--- config.mk ---
export PLATFORM = sky130hd
export DESIGN_NAME = lut_ram_arbiter
export DESIGN_NICKNAME = d
export VERILOG_FILES = /design/src/rtl/lut_ram_arbiter_pkg.sv /design/src/rtl/lut_ram_arbiter_host_rsp.sv /design/src/rtl/lut_ram_arbiter.sv
export SDC_FILE = /design/constraint.sdc
export NUM_CORES = 1
export LEC_CHECK = 0
export ABC_AREA = 0
export BUFFER_PORTS_ARGS = -buffer_cell sky130_fd_sc_hd__buf_2
export CORE_MARGIN = 10
export CORE_UTILIZATION = 40
export DETAILED_ROUTE_END_ITERATION = 6
export PLACE_DENSITY = 0.81
export SLEW_MARGIN = 20
export SYNTH_ARGS = -nofsm -noshare
export SYNTH_HDL_FRONTEND = slang
export SYNTH_SLANG_ARGS = --single-unit
--- constraint.sdc ---
create_clock -name clk -period 2.4 [get_ports clk]
set_input_delay 0.24 -clock clk [delete_from_list [all_inputs] [get_ports clk]]
set_output_delay 0.24 -clock clk [all_outputs]
set_load 0.02 [all_outputs]
--- src/rtl/lut_ram_arbiter_pkg.sv ---
// rtl/lut_ram_arbiter_pkg.sv - shared types for the LUT RAM arbiter
package lut_ram_arbiter_pkg;

    // Host response FSM states
    typedef enum logic [1:0] {
        H_IDLE = 2'd0,
        H_PEND = 2'd1,
        H_HOLD = 2'd2
    } host_state_t;

    // Round-robin priority owner
    typedef enum logic {
        OWN_HOST = 1'b0,
        OWN_USER = 1'b1
    } owner_t;

endpackage

--- src/rtl/lut_ram_arbiter_host_rsp.sv ---
// rtl/lut_ram_arbiter_host_rsp.sv - host read response FSM and held response register
//
// Ports:
//   clk, rst_n      clock, asynchronous active-low reset
//   rd_grant        host read granted on the RAM port this cycle
//   h_rready        host takes the held response
//   ram_rdata       RAM read data (valid the cycle after the grant)
//   host_can_issue  host may be granted a new request this cycle
//   h_rvalid        held host read response valid
//   h_rdata         held host read data
module lut_ram_arbiter_host_rsp
    import lut_ram_arbiter_pkg::*;
#(
    parameter int DATA_WIDTH = 16
) (
    input  logic                  clk,
    input  logic                  rst_n,
    input  logic                  rd_grant,
    input  logic                  h_rready,
    input  logic [DATA_WIDTH-1:0] ram_rdata,
    output logic                  host_can_issue,
    output logic                  h_rvalid,
    output logic [DATA_WIDTH-1:0] h_rdata
);

    host_state_t state;

    // A new request is only allowed when the response slot is empty or is
    // being emptied in this same cycle.
    assign host_can_issue = (state == H_IDLE) || ((state == H_HOLD) && h_rready);

    always_ff @(posedge clk or negedge rst_n) begin
        if (!rst_n) begin
            state    <= H_IDLE;
            h_rvalid <= 1'b0;
            h_rdata  <= '0;
        end else begin
            case (state)
                H_IDLE: begin
                    if (rd_grant) state <= H_PEND;
                end
                H_PEND: begin
                    h_rdata  <= ram_rdata;
                    h_rvalid <= 1'b1;
                    state    <= H_HOLD;
                end
                H_HOLD: begin
                    if (h_rready) begin
                        h_rvalid <= 1'b0;
                        state    <= rd_grant ? H_PEND : H_IDLE;
                    end
                end
                default: begin
                    h_rvalid <= 1'b0;
                    state    <= H_IDLE;
                end
            endcase
        end
    end

endmodule

--- src/rtl/lut_ram_arbiter.sv ---
// rtl/lut_ram_arbiter.sv - round-robin arbiter sharing one LUT RAM port between host and user
//
// Ports:
//   clk, rst_n                               clock, asynchronous active-low reset
//   h_valid/h_ready/h_addr/h_we/h_wdata      host request (global address)
//   h_rvalid/h_rready/h_rdata                host read response, held until taken
//   u_valid/u_ready/u_addr/u_we/u_wdata      user request (local address)
//   u_rvalid/u_rdata                         one-cycle user read response
//   ram_en/ram_we/ram_addr/ram_wdata         RAM port, driven from the winner
//   ram_rdata                                RAM read data, one cycle after ram_en
//   conflict_cnt                             saturating count of contended cycles
module lut_ram_arbiter
    import lut_ram_arbiter_pkg::*;
#(
    parameter int DATA_WIDTH = 16,
    parameter int ADDR_WIDTH = 16,
    parameter int DEPTH      = 256,
    parameter int BASE_ADDR  = 0,
    localparam int AW        = $clog2(DEPTH)
) (
    input  logic                  clk,
    input  logic                  rst_n,
    input  logic                  h_valid,
    output logic                  h_ready,
    input  logic [ADDR_WIDTH-1:0] h_addr,
    input  logic                  h_we,
    input  logic [DATA_WIDTH-1:0] h_wdata,
    output logic                  h_rvalid,
    input  logic                  h_rready,
    output logic [DATA_WIDTH-1:0] h_rdata,
    input  logic                  u_valid,
    output logic                  u_ready,
    input  logic [AW-1:0]         u_addr,
    input  logic                  u_we,
    input  logic [DATA_WIDTH-1:0] u_wdata,
    output logic                  u_rvalid,
    output logic [DATA_WIDTH-1:0] u_rdata,
    output logic                  ram_en,
    output logic                  ram_we,
    output logic [AW-1:0]         ram_addr,
    output logic [DATA_WIDTH-1:0] ram_wdata,
    input  logic [DATA_WIDTH-1:0] ram_rdata,
    output logic [15:0]           conflict_cnt
);

    localparam int                  AWX    = ADDR_WIDTH + 1;
    localparam logic [ADDR_WIDTH-1:0] BASE = ADDR_WIDTH'(BASE_ADDR);
    localparam logic [AWX-1:0]      DEPTHX = AWX'(DEPTH);

    owner_t          prio;
    logic            host_can_issue;
    logic            in_range;
    logic [AWX-1:0]  offset;
    logic            h_elig;
    logic            u_elig;
    logic            grant_h;
    logic            grant_u;

    // Address decode; one extra bit keeps the subtraction from wrapping.
    assign offset   = {1'b0, h_addr} - {1'b0, BASE};
    assign in_range = (h_addr >= BASE) && (offset < DEPTHX);

    assign h_elig = h_valid && in_range && host_can_issue;
    assign u_elig = u_valid;

    // Grants are masked during reset so every output reads 0 while rst_n is low.
    assign grant_h = rst_n && h_elig && (!u_elig || (prio == OWN_HOST));
    assign grant_u = rst_n && u_elig && !grant_h;

    // Out-of-range host requests are swallowed at once without touching the RAM.
    assign h_ready = grant_h || (rst_n && h_valid && !in_range);
    assign u_ready = grant_u;

    always_comb begin
        ram_en    = grant_h || grant_u;
        ram_we    = 1'b0;
        ram_addr  = '0;
        ram_wdata = '0;
        if (grant_h) begin
            ram_we    = h_we;
            ram_addr  = offset[AW-1:0];
            ram_wdata = h_wdata;
        end else if (grant_u) begin
            ram_we    = u_we;
            ram_addr  = u_addr;
            ram_wdata = u_wdata;
        end
    end

    // The RAM's read register carries the data, so only the strobe is stored.
    assign u_rdata = u_rvalid ? ram_rdata : '0;

    always_ff @(posedge clk or negedge rst_n) begin
        if (!rst_n) begin
            prio         <= OWN_HOST;
            u_rvalid     <= 1'b0;
            conflict_cnt <= '0;
        end else begin
            if (grant_h)      prio <= OWN_USER;
            else if (grant_u) prio <= OWN_HOST;
            u_rvalid <= grant_u && !u_we;
            if (h_elig && u_elig && (conflict_cnt != 16'hFFFF))
                conflict_cnt <= conflict_cnt + 16'd1;
        end
    end

    lut_ram_arbiter_host_rsp #(
        .DATA_WIDTH(DATA_WIDTH)
    ) u_host_rsp (
        .clk           (clk),
        .rst_n         (rst_n),
        .rd_grant      (grant_h && !h_we),
        .h_rready      (h_rready),
        .ram_rdata     (ram_rdata),
        .host_can_issue(host_can_issue),
        .h_rvalid      (h_rvalid),
        .h_rdata       (h_rdata)
    );

endmodule

==> results of run 1 <==
## synthesized netlist by cell type, drive strengths merged (2+ instances only)
cell | number | area share [%]
a22o | 24 | 10
and2 | 17 | 5.3
and3 | 2 | 0.69
buf | 4 | 1.0
clkbuf | 3 | 0.56
dfrtp | 37 | 46
inv | 2 | 0.37
mux2 | 17 | 9.5
nand2 | 12 | 2.2
nand2b | 2 | 0.62
nand3 | 6 | 1.5
nand4 | 7 | 2.5
nor2 | 8 | 1.5
nor3 | 8 | 2.8
nor4 | 7 | 2.8
o21ai | 2 | 0.50
xnor2 | 4 | 1.7
xor2 | 11 | 4.8
## power by group
part	internal (mW)	leakage, nW	switching, mW
clock network	0.259	0.0542	0.209
registers	0.639	0.474	0.00961
logic	0.109	1.15	0.133
## sequential cells by signal (all words and copies together), names as in the netlist
signal	flops
conflict_cnt	16
u_host_rsp.h_rdata	16
u_host_rsp.state	2
prio	1
u_host_rsp.h_rvalid	1
u_rvalid	1
## worst max-delay path: stages, from the launching register on
cell and delay, ps:
dfrtp_1 410, and2b_2 240, nand4_1 90, buf_4 180, nor2_2 90, nor2_1 60, buf_6 170, a22o_1 250
buf_2 160
## how the worst max path moves through the flow
stage	start	endpoint	slack (ps)	cells past startpoint
after floorplan	conflict_cnt[0]	conflict_cnt[9]	300	6
after global placement	h_addr[9]	ram_wdata[7]	270	8
after detailed placement	h_addr[13]	ram_wdata[7]	230	8
after CTS	u_host_rsp.state[0]	ram_wdata[7]	70	7
after global routing	rst_n	ram_addr[2]	40	8
final	u_host_rsp.state[0]	ram_wdata[7]	210	8
## cell families after synthesis
| kind of cell | after synthesis | share of synthesized area (%) |
|---|---|---|
| AND/OR/NAND/NOR | 73 | 21.7 |
| flip-flops | 37 | 46.2 |
| AO/OA/AOI/OAI | 30 | 13.5 |
| multiplexers | 17 | 9.54 |
| XOR/XNOR | 15 | 6.55 |
| buffers and inverters | 9 | 1.93 |
| adder cells (fa/ha/maj) | 1 | 0.624 |
## cell usage in the layout (no fill, tap or decap), types with 4 or more instances in the layout
cell type	instances
xnor2_1	4
nand4_1	6
nor2_1	7
dfrtp_1	37
nand3_1	6
nor4_1	5
a22o_1	24
xor2_1	11
clkbuf_8	7
mux2_2	17
nand2_1	12
and2_1	17
nor3_1	6
buf_2	156
## per-stage QoR
step	hold slack (ps)	std cells
floorplan	-55.6	182
global placement	239	402
detailed placement	245	402
CTS	109	411
global route	110	412
finish	124	412
## timing repair
| action | CTS | global route |
|---|---|---|
| buffers inserted | 0 | 1 |
| hold endpoints to repair | 37 | 0 |
| hold buffers | 1 | 0 |
| resized for setup | 0 | 3 |
| endpoints found under the setup margin | 0 | 24 |
## cell type report
| cell class | instances | area [sq um] |
|---|---|---|
| inverter | 2 | 7.51 |
| multi-input combinational | 136 | 1040 |
| fill | 425 | 1780 |
| clock buffer | 7 | 96.3 |
| clock inverter | 1 | 5.00 |
| timing repair buffer | 162 | 848 |
| sequential | 37 | 926 |
| tap | 67 | 83.8 |
## layer usage
metal | vias to the layer above | wire (um) | global-route usage [%]
li1 | 992 | - | -
met1 | 936 | 2580 | 17.3
met2 | 80 | 3690 | 28.4
met3 | 9 | 477 | 5.32
met4 | 0 | 77 | 3.92
met5 | - | 0 | 0
==> reports/qor.yml, run 1 <==
run_status:
  status: "finished clean"
synth:
  postSynthCellCount: 182
  syn_nets: 262
  synth_edf_count: 0
  synth.avg_cell_area_sq_um: 11.0
  netlist_area_sq_mm: 0.00201
  ys_async_sr_fraction_pct: 100
  synth_warnings: 0
  ys_types: 33
  yosysSeqAreaShare_pct: 46.2
  ys.flop_type: "dfrtp_1"
  yosys_register_bits: 37
sta:
  tns_ps: 0
  period_needed_ps: 2190
  rsz0062_at_grt: "false"
  relSlewSlack_pct: 49.6
  setup_slack_ps: 211
  finalSetupViolations: 0
  timing.fmax_ghz: 0.457
  finalHoldViolCount: 0
  finClkSkew_ps: 3.54
  min_period_over_period_pct: 91.2
  worst_pin_slew_ps: 755
  drv_slew: 0
global_route:
  grt_pass1_vias: 2084
  grt_overflow: 0
  grt_pass1_wl_um: 10800
  antenna_found_initial: 0
  grt_max_degree: 28
  grt_usage_pct: 15.8
worst_setup_path:
  worstSetupPathType: "register to primary output"
  rrSetupSlack_ps: 240
  cp_data_required_time_ps: 2160
  start_kind: "register"
  worstPathArrival_ps: 1950
  rr_worst_depth: 6
  r2r_start: "conflict_cnt[0]"
  endpoint_kind: "primary output"
  crit_fanout: 25
  worst_r2r_endpoint: "conflict_cnt[7]"
floorplanning:
  start_util_pct: 41.9
  core-area_sq_mm: 0.00479
  dieArea_sq_mm: 0.00825
  fp-row-count: 25
  fp.dieW_um: 90.8
  die_y_um: 90.8
  ios: 157
place:
  placed_cell_area_sq_mm: 0.00288
  gp_congestion: 0.808
  pre_cts_ws_ps: 229
  dpl.hpwl_um: 5690
  port_buffers: 156
routing:
  drc_errors: 0
  wirelength_um: 6820
  viasPerCell: 4.90
  wl_per_cell_um: 16.5
  drt_iter0_drc: 69
  via_count: 2017
  antenna_left: 0
  firstDrtPassIters: 4
min_path:
  hp-class: "input pin to register"
  hold_end: "u_rvalid"
  hold-path-cell-count: 2
  hp-start: "u_we"
finish:
  areaGrowthSynthToFinish_pct: 50.1
  drive_gt1_share_pct: 57.4
  design_area_sq_mm: 0.00301
  nNetsFinal: 424
  final_core_util_pct: 62.9
  num_antenna_cells: 0
pwr:
  p_per_area_mw_per_mm2: 452
  total_power_mw: 1.36
  power.leakage_nw: 1.68
  ir_drop_mv: 0.312
clock_network:
  cts_tree: "yes"
  cts_buffer_depth: 2
  cts.clk_slew.worst_paths_ps: 70
  htree_levels: 2
  cts.sinks: 37
  cts-root-buf: "clkbuf_8"
  clk_latency_ps: 290
  cts_made_buffers: 5
flow_run:
  cap_violations: 0
Note: power is estimated with default switching activity, not from simulation.
==> inputs of run 2 (changes only) <==
--- a/config.mk
+++ b/config.mk
@@ -11,6 +11,7 @@
 export CORE_UTILIZATION = 40
 export DETAILED_ROUTE_END_ITERATION = 6
 export PLACE_DENSITY = 0.81
+export RECOVER_POWER = 50
 export SLEW_MARGIN = 20
 export SYNTH_ARGS = -nofsm -noshare
 export SYNTH_HDL_FRONTEND = slang
==> reports/qor.yml, run 2 (synthesis gave the netlist of run 1 again) <==
sta:
  rsz0062_at_grt: "false"
  worst_pin_slew_ps: 826  # +70.5 ps
  finalHoldViolCount: 0  # unchanged
  finClkSkew_ps: 3.22  # -0.321 ps
  period_needed_ps: 2190  # +0.320 ps
  drv_slew: 0  # unchanged
  timing.fmax_ghz: 0.457  # about the same
  finalSetupViolations: 0  # unchanged
  whs_ps: 124  # -0.0360 ps
  tns_ps: 0  # unchanged
  relSlewSlack_pct: 44.9  # -4.7 points
  min_period_over_period_pct: 91.2  # about the same
worst_setup_path:
  crit_fanout: 25  # unchanged
  endpoint_kind: "primary output"
  start_kind: "register"
  rrSetupSlack_ps: 240  # about the same
  worstPathArrival_ps: 1950  # about the same
  worstSetupPathType: "register to primary output"
  worst_r2r_endpoint: "conflict_cnt[7]"
  rr_worst_depth: 6  # unchanged
  r2r_start: "conflict_cnt[0]"
  cp_data_required_time_ps: 2160  # about the same
clock_network:
  cts_made_buffers: 5  # unchanged
  cts-root-buf: "clkbuf_8"
  htree_levels: 2  # unchanged
  cts.clk_slew.worst_paths_ps: 70  # about the same
  cts.sinks: 37  # unchanged
  clk_latency_ps: 290  # about the same
  cts_buffer_depth: 2  # unchanged
  cts_tree: "yes"
global_route:
  grt_usage_pct: 15.8  # unchanged
  antenna_found_initial: 0  # unchanged
  grt_pass1_vias: 2084  # unchanged
  grt_overflow: 0  # unchanged
  grt_max_degree: 28  # unchanged
  grt_pass1_wl_um: 10800  # unchanged
finish:
  nNetsFinal: 424  # unchanged
  fillers: 446  # +4.9%
  multi_input_area_sq_mm: 0.00104  # unchanged
  layout_common_cells: "buf_2, dfrtp_1, clkbuf_1, a22o_1"
  areaGrowthSynthToFinish_pct: 47.8
  num_antenna_cells: 0  # unchanged
  final_core_util_pct: 61.9  # -0.97 points
  drive_gt1_share_pct: 47.2  # -10 points
  reg.largest.list: "conflict_cnt (16), u_host_rsp.h_rdata (16), u_host_rsp.state (2)"
  final_common_cell: "buf_2"
  design_area_sq_mm: 0.00296  # -1.5%
  regArea_sq_um: 926  # unchanged
place:
  gp_congestion: 0.808  # unchanged
  placed_cell_area_sq_mm: 0.00288  # unchanged
  dpl.hpwl_um: 5690  # unchanged
  port_buffers: 156  # unchanged
routing:
  drt_iter0_drc: 66  # -4.3%
  firstDrtPassIters: 4  # unchanged
  viasPerCell: 4.90  # about the same
  via_count: 2018  # +0.050%
  antenna_left: 0  # unchanged
  drc_errors: 0  # unchanged
  wirelength_um: 6850  # +0.47%
  wl_per_cell_um: 16.6  # +0.47%
pwr:
  power.leakage_nw: 1.56  # -7.3%
  p_per_area_mw_per_mm2: 457  # +1.3%
  ir_drop_mv: 0.312  # about the same
min_path:
  hp-start: "u_we"
  hold_end: "u_rvalid"
  hp-class: "input pin to register"
  hold-path-cell-count: 2  # unchanged
floorplanning:
  die_y_um: 90.8  # unchanged
  core-area_sq_mm: 0.00479  # unchanged
  fp.dieW_um: 90.8  # unchanged
  fp-row-count: 25  # unchanged
  dieArea_sq_mm: 0.00825  # unchanged
  start_util_pct: 41.9  # unchanged
  ios: 157  # unchanged
run_status:
  status: "finished clean"
flow_run:
  cap_violations: 0  # unchanged
-- run 2: changes by cell type in the layout (fill, tap and decap cells not counted), sizes merged --
| cell | before | now |
|---|---|---|
| buf | 161 | 126 |
| clkbuf | 7 | 42 |
-- run 2: area by class of cell --
class,instances,share of cell area [%]
multi-input combinational,136,35.2
sequential,37,31.2
timing repair buffer,162,27.1
clock buffer,7,3.25
tap,67,2.83
inverter,2,0.253
clock inverter,1,0.169
-- run 2: per-layer routing --
metal  vias up  track usage, %  share of wire, %
li1        993               -                 -
met2        80            28.4                54
met1       936            17.3                38
met5         -               0                 0
met3         9            5.32               6.6
met4         0            3.92               1.1
-- run 2: worst max path at each step --
stage	start	slack (ps)	to	depth (start not counted)
2_1_floorplan	conflict_cnt[0]	300	conflict_cnt[9]	6
3_3_place_gp	h_addr[9]	270	ram_wdata[7]	8
3_5_place_dp	h_addr[13]	230	ram_wdata[7]	8
4_1_cts	u_host_rsp.state[0]	70	ram_wdata[7]	7
5_1_grt	rst_n	40	ram_addr[2]	8
6_report	u_host_rsp.state[0]	210	ram_wdata[7]	8
-- run 2: repair_timing --
item,4_1_cts,5_1_grt
endpoints found under the hold margin,37,0
setup endpoints to repair,0,24
resized for setup,0,3
hold buffers,1,0
setup buffers,0,1
-- run 2: where the power goes --
part | internal [mW] | total, mW | switching [mW]
Combinational | 0.104 | 0.237 | 0.133
Clock | 0.259 | 0.470 | 0.211
Sequential | 0.639 | 0.649 | 0.0102
-- run 2: worst max-delay path, cell delays in order (launching register included) --
cell     delay, ps
dfrtp_1        410
and2b_2        240
nand4_1         90
buf_4          180
nor2_2          90
nor2_1          60
buf_6          170
a22o_1         250
buf_2          160
-- run 2: through the flow --
stage                     total power, mW  setup slack, ps  instances
after floorplan                     0.765              303        182
final                                1.36              211        412
after global placement              0.898              270        402
after CTS                            1.38             68.5        411
after detailed placement            0.902              229        402
after global routing                 1.43             38.6        412
==> inputs of run 3 (changes only) <==
--- a/config.mk
+++ b/config.mk
@@ -12,6 +12,7 @@
 export DETAILED_ROUTE_END_ITERATION = 6
 export PLACE_DENSITY = 0.81
 export RECOVER_POWER = 50
+export REMOVE_ABC_BUFFERS = 1
 export SLEW_MARGIN = 20
 export SYNTH_ARGS = -nofsm -noshare
 export SYNTH_HDL_FRONTEND = slang
==> reports/qor.yml, run 3 (synthesis gave the netlist of run 1 again) <==
sta:
  relSlewSlack_pct: 65.8  # +21 points
  finClkSkew_ps: 3.47  # +0.247 ps
  drv_slew: 0  # unchanged
  worst_pin_slew_ps: 512  # -314 ps
  period_needed_ps: 2250  # +63.2 ps
  min_period_over_period_pct: 93.8  # +2.6 points
  finalSetupViolations: 0  # unchanged
  finalHoldViolCount: 0  # unchanged
  timing.fmax_ghz: 0.444  # -2.8%
floorplanning:
  ios: 157  # unchanged
  fp-row-count: 25  # unchanged
  fp.dieW_um: 90.8  # unchanged
  core-area_sq_mm: 0.00479  # unchanged
  start_util_pct: 41.9  # unchanged
  die_y_um: 90.8  # unchanged
  dieArea_sq_mm: 0.00825  # unchanged
global_route:
  grt_pass1_vias: 2110  # +1.2%
  grt_pass1_wl_um: 11300  # +4.3%
  antenna_found_initial: 0  # unchanged
  grt_usage_pct: 16.6  # +0.84 points
  grt_util_met2_pct: 29.4  # +1.1 points
  met3_usage_pct: 4.90  # -0.42 points
  top_usage_layer: "met2"
  use_met1_pct: 18.7  # +1.4 points
  grt_overflow: 0  # unchanged
  grt_max_degree: 28  # unchanged
pwr:
  power.leakage_nw: 1.67  # +7.3%
  ir_drop_mv: 0.369  # +18%
  p_per_area_mw_per_mm2: 439  # -4.0%
  total_power_mw: 1.31  # -3.2%
routing:
  antenna_left: 0  # unchanged
  firstDrtPassIters: 4  # unchanged
  drt_iter0_drc: 70  # +6.1%
  drc_errors: 0  # unchanged
  wl_per_cell_um: 17.5  # +5.4%
  viasPerCell: 5.00  # +2.0%
  via_count: 2069  # +2.5%
  wirelength_um: 7250  # +5.9%
finish:
  design_area_sq_mm: 0.00299  # +0.84%
  nNetsFinal: 426  # +0.47%
  layout_common_cells: "buf_2, dfrtp_1, a22o_1, and2_1, mux2_2"
  reg.largest.list: "conflict_cnt (16), u_host_rsp.h_rdata (16), u_host_rsp.state (2)"
  final_common_cell: "buf_2"
  regArea_sq_um: 926  # unchanged
  fillers: 430  # -3.6%
  multi_input_area_sq_mm: 0.00104  # unchanged
  num_antenna_cells: 0  # unchanged
  drive_gt1_share_pct: 57.3  # +10 points
  areaGrowthSynthToFinish_pct: 49.0
worst_setup_path:
  worstPathArrival_ps: 2010  # +60 ps
  worstSetupPathType: "register to primary output"
  critPathMaxStageDelay_ps: 390  # -20 ps
  endpoint_kind: "primary output"
  cp_data_required_time_ps: 2160  # about the same
  worst_r2r_endpoint: "conflict_cnt[9]"
  crit_fanout: 25  # unchanged
  r2r_start: "conflict_cnt[0]"
  worstPathCellList: "and2b_2, nand4_1, nor2_2, nor2_1, buf_4, a22o_1, buf_2"
  crit_buf_inv: 2  # -1
  start_kind: "register"
  rr_worst_depth: 6  # unchanged
  rrSetupSlack_ps: 230  # about the same
  path_delay_family: "simple AND/OR/NAND/NOR gates"
  cp_slowest_cell: "dfrtp_1"
clock_network:
  cts-root-buf: "clkbuf_8"
  htree_levels: 2  # unchanged
  cts_buffer_depth: 2  # unchanged
  cts_tree: "yes"
  cts.sinks: 37  # unchanged
  cts.clk_slew.worst_paths_ps: 70  # about the same
  cts_made_buffers: 5  # unchanged
  clk_latency_ps: 290  # about the same
place:
  port_buffers: 156  # unchanged
  gp_congestion: 0.897  # +11%
  placed_cell_area_sq_mm: 0.00288  # -0.17%
  dpl.hpwl_um: 6130  # +7.9%
min_path:
  hold_end: "u_rvalid"
  hp-start: "u_we"
  hold-path-cell-count: 2  # unchanged
  hp-class: "input pin to register"
flow_run:
  cap_violations: 0  # unchanged
run_status:
  status: "finished clean"
## run 3: changes by cell type in the layout (fill, tap and decap cells not counted)
cell        previous run  this run
buf_2                122       155
clkinvlp_4             0         1
clkbuf_1              35         1
buf_4                  1         7
clkbuf_8               7         5
buf_6                  2         0
clkinv_2               1         2
buf_12                 1         0
## run 3: routing by layer
layer  routed length [um]  up-vias  share of wire [%]
li1                     -      996                  -
met1                 2840      975                 39
met2                 3850       85                 53
met3                  459       13                6.3
met4                  108        0                1.5
met5                    0        -                  0
## run 3: worst register-to-register path, cell delays in order, from the launching register on
cell and delay [ps]:
dfrtp_1 420, ha_1 250, nand4_2 180, or3_4 440, o311ai_4 460, nor3_1 140, xor2_1 160
## run 3: metrics by stage
stage	setup TNS, ps	util [%]	worst slack, ps	hold slack, ps	cells
floorplan	-2950	-	-123	-55.6	175
global placement	0	60.1	257	260	403
detailed placement	0	60.1	238	272	403
CTS	0	62.1	77.7	115	412
global route	-62.8	62.5	-21.3	110	414
finish	0	62.5	148	126	414
## run 3: worst max path at each step
stage	start	to	cells past startpoint	slack [ps]
5_1_grt	u_host_rsp.state[0]	ram_addr[6]	7	-20
2_1_floorplan	u_host_rsp.state[0]	ram_addr[0]	5	-120
6_report	u_host_rsp.state[0]	ram_addr[2]	7	150
3_5_place_dp	conflict_cnt[0]	conflict_cnt[8]	6	240
3_3_place_gp	conflict_cnt[0]	conflict_cnt[9]	6	260
4_1_cts	u_host_rsp.state[0]	ram_addr[2]	7	80
## run 3: where the power goes
part,internal [mW],switching (mW)
Sequential,0.639,0.00922
Combinational,0.108,0.135
Clock,0.200,0.221
## run 3: final cells by class
class	count	area share, %
Multi-Input combinational cell	136	34.9
Sequential cell	37	31.0
Timing Repair Buffer	164	28.2
Tap cell	67	2.80
Clock buffer	5	2.30
Clock inverter	3	0.586
Inverter	2	0.251
## run 3: timing repair
item	4_1_cts	5_1_grt
hold buffers	1	0
gates resized for setup	0	1
endpoints found under the hold margin	37	0
endpoints found under the setup margin	0	25
setup buffers	0	2
